## src/rtl/calendar_counter_chain_if.sv

```systemverilog
// Field-addressed load bus for the calendar counter chain.
// The master drives a write request; the slave answers with a rejection pulse.
interface calendar_counter_chain_if #(
  parameter int DATA_W = 7
);
  logic              load;
  logic [2:0]        sel;
  logic [DATA_W-1:0] databus;
  logic              load_err;

  modport master (output load, output sel, output databus, input load_err);
  modport slave  (input load, input sel, input databus, output load_err);
endinterface

```

## src/rtl/calendar_counter_chain.sv

```systemverilog
// Prescaled second/minute/hour/day/date/month/year chain with 12h/24h mode,
// leap-year month lengths, range-checked field loads and rollover pulses.
module calendar_counter_chain #(
  parameter int CLK_DIV  = 1,
  parameter int YEAR_W   = 7,
  parameter int YEAR_MAX = 99,
  parameter int MODE_12H = 0,
  parameter int DATA_W   = 7
) (
  input  logic                  clk,
  input  logic                  clear,
  input  logic                  enable,
  calendar_counter_chain_if.slave bus,
  output logic [5:0]            sec,
  output logic [5:0]            min,
  output logic [4:0]            hour,
  output logic                  pm,
  output logic [2:0]            day,
  output logic [4:0]            date,
  output logic [3:0]            month,
  output logic [YEAR_W-1:0]     year,
  output logic                  sec_count,
  output logic                  min_count,
  output logic                  hour_count,
  output logic                  date_count,
  output logic                  year_count
);

  localparam int            PW       = (CLK_DIV > 1) ? $clog2(CLK_DIV) : 1;
  localparam logic [PW-1:0] PRE_LAST = PW'(CLK_DIV - 1);
  localparam logic [4:0]    HOUR_RST = (MODE_12H != 0) ? 5'd12 : 5'd0;

  function automatic logic [4:0] month_len(input logic [3:0] m, input logic leap);
    case (m)
      4'd4, 4'd6, 4'd9, 4'd11: month_len = 5'd30;
      4'd2:                    month_len = leap ? 5'd29 : 5'd28;
      default:                 month_len = 5'd31;
    endcase
  endfunction

  logic [PW-1:0]     presc;
  logic [DATA_W-1:0] d;
  logic              tick;
  logic              sec_wrap, min_wrap, hour_wrap, date_wrap, month_wrap, year_wrap;
  logic [4:0]        cur_len;
  logic [4:0]        ld_len;
  logic              load_ok;

  assign d = bus.databus;

  always_comb begin
    tick       = enable && !bus.load && (presc == PRE_LAST);
    cur_len    = month_len(month, year[1:0] == 2'b00);
    sec_wrap   = (sec == 6'd59);
    min_wrap   = sec_wrap && (min == 6'd59);
    // In 12h mode the day turns over on 11 PM -> 12 AM, not on the 12 -> 1 step.
    if (MODE_12H != 0) hour_wrap = min_wrap && (hour == 5'd11) && pm;
    else               hour_wrap = min_wrap && (hour == 5'd23);
    date_wrap  = hour_wrap && (date >= cur_len);
    month_wrap = date_wrap && (month == 4'd12);
    year_wrap  = month_wrap && (year == YEAR_W'(YEAR_MAX));
  end

  always_comb begin
    load_ok = 1'b0;
    case (bus.sel)
      3'd0, 3'd1: load_ok = (d <= DATA_W'(59));
      3'd2: begin
        if (MODE_12H != 0) load_ok = (d >= DATA_W'(1)) && (d <= DATA_W'(12));
        else               load_ok = (d <= DATA_W'(23));
      end
      3'd3: load_ok = (d <= DATA_W'(6));
      3'd4: load_ok = (d >= DATA_W'(1)) && (d <= DATA_W'(cur_len));
      3'd5: load_ok = (d >= DATA_W'(1)) && (d <= DATA_W'(12));
      3'd6: load_ok = (d <= DATA_W'(YEAR_MAX));
      default: load_ok = (MODE_12H != 0) && (d <= DATA_W'(1));
    endcase
  end

  // Month length as it will be after a month or year load, used to clamp date.
  always_comb begin
    ld_len = cur_len;
    if (bus.sel == 3'd5)      ld_len = month_len(d[3:0], year[1:0] == 2'b00);
    else if (bus.sel == 3'd6) ld_len = month_len(month, d[1:0] == 2'b00);
  end

  always_ff @(posedge clk) begin
    if (clear) begin
      presc      <= '0;
      sec        <= '0;
      min        <= '0;
      hour       <= HOUR_RST;
      pm         <= 1'b0;
      day        <= '0;
      date       <= 5'd1;
      month      <= 4'd1;
      year       <= '0;
      sec_count  <= 1'b0;
      min_count  <= 1'b0;
      hour_count <= 1'b0;
      date_count <= 1'b0;
      year_count <= 1'b0;
      bus.load_err <= 1'b0;
    end else begin
      sec_count  <= 1'b0;
      min_count  <= 1'b0;
      hour_count <= 1'b0;
      date_count <= 1'b0;
      year_count <= 1'b0;
      bus.load_err <= 1'b0;
      if (bus.load) begin
        presc <= '0;
        if (!load_ok) begin
          bus.load_err <= 1'b1;
        end else begin
          case (bus.sel)
            3'd0: sec  <= d[5:0];
            3'd1: min  <= d[5:0];
            3'd2: hour <= d[4:0];
            3'd3: day  <= d[2:0];
            3'd4: date <= d[4:0];
            3'd5: begin
              month <= d[3:0];
              if (date > ld_len) date <= ld_len;
            end
            3'd6: begin
              year <= d[YEAR_W-1:0];
              if (date > ld_len) date <= ld_len;
            end
            default: pm <= d[0];
          endcase
        end
      end else if (enable) begin
        presc <= tick ? '0 : presc + PW'(1);
        if (tick) begin
          sec        <= sec_wrap ? 6'd0 : sec + 6'd1;
          sec_count  <= sec_wrap;
          min_count  <= min_wrap;
          hour_count <= hour_wrap;
          date_count <= date_wrap;
          year_count <= year_wrap;
          if (sec_wrap) min <= min_wrap ? 6'd0 : min + 6'd1;
          if (min_wrap) begin
            if (MODE_12H != 0) begin
              if (hour == 5'd11) begin
                hour <= 5'd12;
                pm   <= !pm;
              end else if (hour == 5'd12) begin
                hour <= 5'd1;
              end else begin
                hour <= hour + 5'd1;
              end
            end else begin
              hour <= (hour == 5'd23) ? 5'd0 : hour + 5'd1;
            end
          end
          if (hour_wrap) begin
            day  <= (day == 3'd6) ? 3'd0 : day + 3'd1;
            date <= date_wrap ? 5'd1 : date + 5'd1;
          end
          if (date_wrap)  month <= month_wrap ? 4'd1 : month + 4'd1;
          if (month_wrap) year  <= year_wrap ? '0 : year + YEAR_W'(1);
        end
      end
    end
  end

endmodule

```

## src/flat_wrapper.sv

```systemverilog
// flat-port wrapper written by rule: the top's interface ports become plain ports
module calendar_counter_chain_flat 
#(
  parameter int CLK_DIV  = 1,
  parameter int YEAR_W   = 7,
  parameter int YEAR_MAX = 99,
  parameter int MODE_12H = 0,
  parameter int DATA_W   = 7
)
  (clk, clear, enable, sec, min, hour, pm, day, date, month, year, sec_count, min_count, hour_count, date_count, year_count, bus_load, bus_sel, bus_databus, bus_load_err);
  calendar_counter_chain_if #(.DATA_W(DATA_W)) bus_i ();
  input  logic clk;
  input  logic clear;
  input  logic enable;
  output logic [5:0] sec;
  output logic [5:0] min;
  output logic [4:0] hour;
  output logic pm;
  output logic [2:0] day;
  output logic [4:0] date;
  output logic [3:0] month;
  output logic [YEAR_W-1:0] year;
  output logic sec_count;
  output logic min_count;
  output logic hour_count;
  output logic date_count;
  output logic year_count;
  input wire logic [$bits(bus_i.load)-1:0] bus_load;
  input wire logic [$bits(bus_i.sel)-1:0] bus_sel;
  input wire logic [$bits(bus_i.databus)-1:0] bus_databus;
  output wire logic [$bits(bus_i.load_err)-1:0] bus_load_err;
  assign bus_i.load = bus_load;
  assign bus_i.sel = bus_sel;
  assign bus_i.databus = bus_databus;
  assign bus_load_err = bus_i.load_err;
  calendar_counter_chain #(.CLK_DIV(CLK_DIV), .YEAR_W(YEAR_W), .YEAR_MAX(YEAR_MAX), .MODE_12H(MODE_12H), .DATA_W(DATA_W)) u_core (.clk(clk), .clear(clear), .enable(enable), .bus(bus_i), .sec(sec), .min(min), .hour(hour), .pm(pm), .day(day), .date(date), .month(month), .year(year), .sec_count(sec_count), .min_count(min_count), .hour_count(hour_count), .date_count(date_count), .year_count(year_count));
endmodule
```

## config.mk

```make
export PLATFORM = sky130hd
export DESIGN_NAME = calendar_counter_chain_flat
export DESIGN_NICKNAME = d
export VERILOG_FILES = /design/src/rtl/calendar_counter_chain_if.sv /design/src/rtl/calendar_counter_chain.sv /design/src/flat_wrapper.sv
export SDC_FILE = /design/constraint.sdc
export NUM_CORES = 1
export LEC_CHECK = 0
export CORE_ASPECT_RATIO = 1.25
export CORE_UTILIZATION = 48
export CTS_CLUSTER_DIAMETER = 40
export CTS_CLUSTER_SIZE = 20
export DETAILED_ROUTE_END_ITERATION = 10
export GPL_TIMING_DRIVEN = 0
export PLACE_DENSITY = 0.86
export SYNTH_ARGS = -nofsm -noshare
export SYNTH_HDL_FRONTEND = slang
export SYNTH_SLANG_ARGS = --single-unit
```

## constraint.sdc

```tcl
create_clock -name clk -period 2.8 [get_ports clk]
set_clock_uncertainty 0.05 [all_clocks]
set_input_delay 0.28 -clock clk [delete_from_list [all_inputs] [get_ports clk]]
set_output_delay 0.28 -clock clk [all_outputs]
set_load 0.1 [all_outputs]
```

Word-level counts from Yosys, hierarchy flattened

Cells that the tools add are included.

Eq/ne operators: 31
$lt $le $gt $ge: 9
Add/subtract/negate cells: 8
Bitwise gates (word level): 5
Reduce and logical (&&, ||, !) cells: 36
Muxes and demuxes: 59

Operator list:

| operator            | number |
|---|---|
| $mux 5              | 16 |
| $mux 6              | 13 |
| $mux 7              | 7 |
| $pmux 5 s2          | 4 |
| $mux 4              | 7 |
| $reduce_and 5->1    | 5 |
| $mux 3              | 7 |
| $eq 4x4->1 const B  | 5 |
| $eq 4x3->1 const B  | 4 |
| $ne 2x1->1 const B  | 7 |
| $reduce_bool 2->1   | 7 |
| $add 6x1->6 const B | 2 |
| $eq 3x3->1 const B  | 4 |
| $eq 6x6->1 const B  | 2 |
| $reduce_or 4->1     | 3 |
| $add 5x1->5 const B | 2 |
| $logic_and 1x1->1   | 9 |
| $eq 4x2->1 const B  | 2 |
| $reduce_or 2->1     | 4 |
| $add 7x1->7 const B | 1 |
| $eq 7x7->1 const B  | 1 |
| $ge 7x1->1 const B  | 1 |
| $le 7x3->1 const B  | 1 |
| $le 7x4->1 const B  | 1 |
| other kinds (23)    | 33 |

Register bits: 44
Bits of input ports: 14
Output and inout port bits: 43
Word-level logic and storage cells: 163

Longest topological paths before layout

Depth after elaboration: 12
Depth in mapped cells: 14

Worst setup path after synthesis

OpenSTA, ideal clock, no wires.

Kind: register to register
Start point: register u_core.month[0]
End point: register u_core.year[4]
Cell stages (with the launch flop): 13
Setup time: 71 ps
Buffers on the path: 0
Setup slack: -817 ps
Arrival: 3,496 ps
Clock period less this slack: 3,617 ps
Cell sequence: dfxtp_1 inv_1 ha_1 o21ai_0 o22ai_1 nor2_1 ha_1 nor2_1 maj3_1 a21oi_2 o31ai_4 or4_1 a21oi_1

Word-level cells in the longest chain between the ends: 12

RTL lines:

| element                                  | line                          | text |
|---|---|---|
| from (decl)                              | calendar_counter_chain.sv:20  | `output logic [3:0] month,` |
| from (signal assigned)                   | calendar_counter_chain.sv:123 | `month <= d[3:0];` |
| from (signal assigned)                   | calendar_counter_chain.sv:161 | `if (date_wrap) month <= month_wrap ? 4'd1 : month + 4'd1;` |
| $eq 4x3->1 or $eq 4x4->1 (tied branches) | calendar_counter_chain.sv:34  | `case (m)` |
| $reduce_or 4->1                          | calendar_counter_chain.sv:34  |  |
| $pmux 5 s2                               | calendar_counter_chain.sv:34  |  |
| $ge 5x5->1                               | calendar_counter_chain.sv:59  | `date_wrap = hour_wrap && (date >= cur_len);` |
| $logic_and 1x1->1                        | calendar_counter_chain.sv:59  |  |
| $logic_and 1x1->1                        | calendar_counter_chain.sv:60  | `month_wrap = date_wrap && (month == 4'd12);` |
| $logic_and 1x1->1                        | calendar_counter_chain.sv:61  | `year_wrap = month_wrap && (year == YEAR_W'(YEAR_MAX));` |
| $mux 7 (2 in series)                     | calendar_counter_chain.sv:162 | `if (month_wrap) year <= year_wrap ? '0 : year + YEAR_W'(1);` |
| $mux 7                                   | calendar_counter_chain.sv:135 | `if (tick) begin` |
| $mux 7                                   | calendar_counter_chain.sv:133 | `end else if (enable) begin` |
| $mux 7                                   | calendar_counter_chain.sv:111 | `if (bus.load) begin` |
| to (signal assigned)                     | calendar_counter_chain.sv:127 | `year <= d[YEAR_W-1:0];` |
| to (signal assigned)                     | calendar_counter_chain.sv:162 |  |
| to (decl)                                | calendar_counter_chain.sv:21  | `output logic [YEAR_W-1:0] year,` |

Parallel ways exist; a longest one is shown, timed or not. The select of a mux whose other input is x is not followed.
A chain may end at the register's enable or synchronous reset.

Final worst setup path

Start point: register u_core.month[2]
End point: register u_core.year[6]

Same word-level chain as after synthesis.

==> impl_results.md <==
* Most common cell after layout, fill and taps aside: clkdlybuf4s50_1
* Post-route DRC violation count at 0
* Total GRT Usage at 29.72%
* Post-synthesis compound-gate area fraction at 27.34%
* Gate Count Post-Synth at 395
* Vias in the first global route at roughly 3200
* F_max at 0.3605 GHz
* Largest family of logic cells by synthesized area: compound AO/OA/AOI/OAI gates
* Synthesized-area fraction occupied by adder cells at 5.968%
* Hold_sp: u_core.pm
* Final setup vio count at 0
* Clk Latency, worst-skew pair at approximately 0.30 ns
* Post-synth EDFFs at 0
* Library cells used by synthesis at 69
* Mux cell area share after synthesis at ~3.0%
* Core ar. at between 0.006 and 0.007 mm2
* First-pass GRT wire length at 15730 um
* Port Buffer Count at 53
* Worst reg2reg path depth at 11
* Synth Area in XOR/XNOR at between 3 and 4%
* WHS at roughly 0.42 ns
* Die Y at 91.90 um
* N_diodes at 0
* Most frequent cells in the layout: clkdlybuf4s50_1, nand2_1, o21ai_0, a21oi_1, dfxtp_1
* RSZ-0062 raised after global routing: yes
* H-tree level count at 2
* Die area at 0.006792 mm2
* CTS tree: done
* Initial antenna violation count at 0
* Crit start category: flip-flop
* Async SR Flop Fraction at 0%
* R2r startpoint: u_core.month[2]
* Via count at 3614
* Clock buffer depth at 2
* Rel. slew slack at around a third
* Top FF cell, synth: dfxtp_1
* P_leak at between 1 and 1.5 nW
* Seq/Total Area, Yosys at 28.39%
* Pwr/cell area at ~370 mW/mm2
* P&R area growth vs syn at 37.26%
* Final Non-Filler Cells at about 550
* CTS Buf Count at 5
* Syn Area/Cell at 7.856 um2
* Initial DRC count at 400
* Initial core utilization at between 50% and 60%
* Warning count from the yosys run at 0
* Wire length per cell at 18.78 um
* Post-synthesis register bit count at 44
* Setup tns final at 0 ns
* Peak VDD IR at a little under 0.4 mV
* Max cap viols at 0
* CTS root buf: clkbuf_8
* Syn Nets at 423
* Largest net degree at the start of global routing at 14
* Total clock sinks at between 40 and 50
* Routability cong. at 0.9461
* Worst slew pin tran at 0.9845 ns
* # IOs at 57
* WHS Path Cells at 1
* Remaining global-route overflow at 0
* Share of post-route cells with drive strength above 1 at 20.69%
* Pins Over Slew Limit at 0
* Status: completed
* Placed Cells incl. Taps at 533
* Hold Crit Class: reg2reg
* Fin. Hold Viols at 0
* WP data arrival at 2.89 ns
* Crit path launch: u_core.month[2]
* Crit path to: u_core.year[6]
* Placed wire-length estimate at around 7000 um
* Simple-Gate Fraction of Synth Area at a little over a quarter
* Crit path kind: reg2reg
* 1st-pass router iterations at 6
* Worst Path Max Fanout at 8
* ANT nets after route at 0
* Period Utilization, post-route at ~99%
* Min Tclk post-route at 2.774 ns
* R2R Setup Slk at 0.03 ns
* Post-Route WL at about 10000 um
* Nets at 491
* WP data required at 2.91 ns
* Cell Area, Synth at 0.003103 mm2
* Via/cell ratio at roughly 6.6
* Final Util at around two thirds
* Die W at 73.92 um
* Post-CTS Hold Buffers at 0
* CTS clk-pin slew, worst paths at about 0.080 ns
* CP Capture Type: flip-flop
* Rows at 32
* Worst r2r dst: u_core.year[6]
[metrics by stage]
step | power [mW] | worst slack, ns | instance area, um2
after CTS | 1.547 | -0.02636 | 4003
after global placement | 1.032 | -0.4290 | 3824
after global routing | 1.638 | -0.03813 | 4259
after detailed placement | 1.039 | -0.4896 | 3824
final | 1.587 | 0.02580 | 4259
after floorplan | 0.9347 | 0.0008571 | 3187
[Yosys cell counts (3+ instances only)]
cell / count / area [um2]
nand2b_1: 5 / 31.28
mux2i_1: 7 / 70.07
and3_1: 3 / 18.77
ha_1: 14 / 175.2
and2_1: 4 / 25.02
and4b_1: 3 / 30.03
a311oi_1: 5 / 43.79
o21ai_0: 27 / 135.1
nand2_1: 42 / 157.7
buf_2: 7 / 35.03
o31ai_1: 5 / 37.54
nor4_1: 3 / 18.77
clkbuf_1: 14 / 52.55
nand4_1: 5 / 31.28
o32ai_1: 3 / 26.28
a211oi_1: 8 / 60.06
xor2_1: 4 / 35.03
nand3_1: 22 / 110.1
o311ai_0: 4 / 35.03
nor3_1: 11 / 55.05
a31oi_1: 5 / 31.28
a21oi_1: 32 / 160.2
nor2_1: 29 / 108.9
or3_1: 3 / 18.77
inv_1: 15 / 56.30
o2111ai_1: 3 / 26.28
xnor2_1: 8 / 70.07
nor2b_1: 7 / 43.79
dfxtp_1: 44 / 880.8
[registers in the layout, summed over array words and instances, names as in the netlist]
register,cells
u_core.bus.load_err,1
u_core.date,5
u_core.date_count,1
u_core.day,3
u_core.hour,5
u_core.hour_count,1
u_core.min,6
u_core.min_count,1
u_core.month,4
u_core.pm,1
u_core.presc,1
u_core.sec,6
u_core.sec_count,1
u_core.year,7
u_core.year_count,1
[worst min-delay path by stage]
stage | endpoint | slack, ns
2_1_floorplan | u_core.presc | 0.31
3_3_place_gp | u_core.pm | 0.41
3_5_place_dp | u_core.pm | 0.41
4_1_cts | u_core.pm | 0.43
5_1_grt | u_core.pm | 0.43
6_report | u_core.pm | 0.42
[power breakdown]
group          internal (mW)  switching [mW]
registers              0.636          0.0222
logic                  0.130           0.293
clock network          0.279           0.226
[cell type report]
cell class / instances / area, um2
multi-input cells: 313 / 2331
fillers: 498 / 1947
flip-flops and latches: 44 / 924.6
repair buffers: 61 / 593.1
clock buffers: 8 / 121.4
plain buffers: 23 / 121.4
well taps: 85 / 106.4
inverters: 15 / 61.31
[critical path: stages, from the launching register on]
cell and delay (ns):
dfxtp_4 0.35, buf_2 0.24, o21ai_4 0.10, o22ai_4 0.21, nor2_4 0.08, ha_1 0.27, nand2b_4 0.13, a21oi_4 0.05
or4_4 0.57, or3_4 0.39, nand4_1 0.13, a21oi_1 0.07
[cell families after synthesis]
| group | count (synthesis) |
|---|---|
| adders and majority gates | 15 |
| AOI/OAI and AO/OA | 123 |
| DFF | 44 |
| and+or+nand+nor | 154 |
| xor gates and xnor gates | 12 |
| muxes | 9 |
| buffers and inverters | 38 |
[metal layers]
layer / routed length, um / global-route usage, % / vias up / part of all wire, %
met4: 600 / 17.95 / 0 / 5.8
li1: - / - / 1615 / -
met5: 0 / 0 / - / 0
met2: 4776 / 45.61 / 274 / 46
met3: 1130 / 4.725 / 60 / 11
met1: 3802 / 38.27 / 1665 / 37
[timing repair]
action / CTS / global route
endpoints found under the setup margin: 23 / 31
resized for setup: 10 / 45
endpoints found under the hold margin: 0 / 0
cloned: 0 / 0
pin swaps: 7 / 16
buffers inserted: 4 / 4
Power figures use the tool's default switching activity.
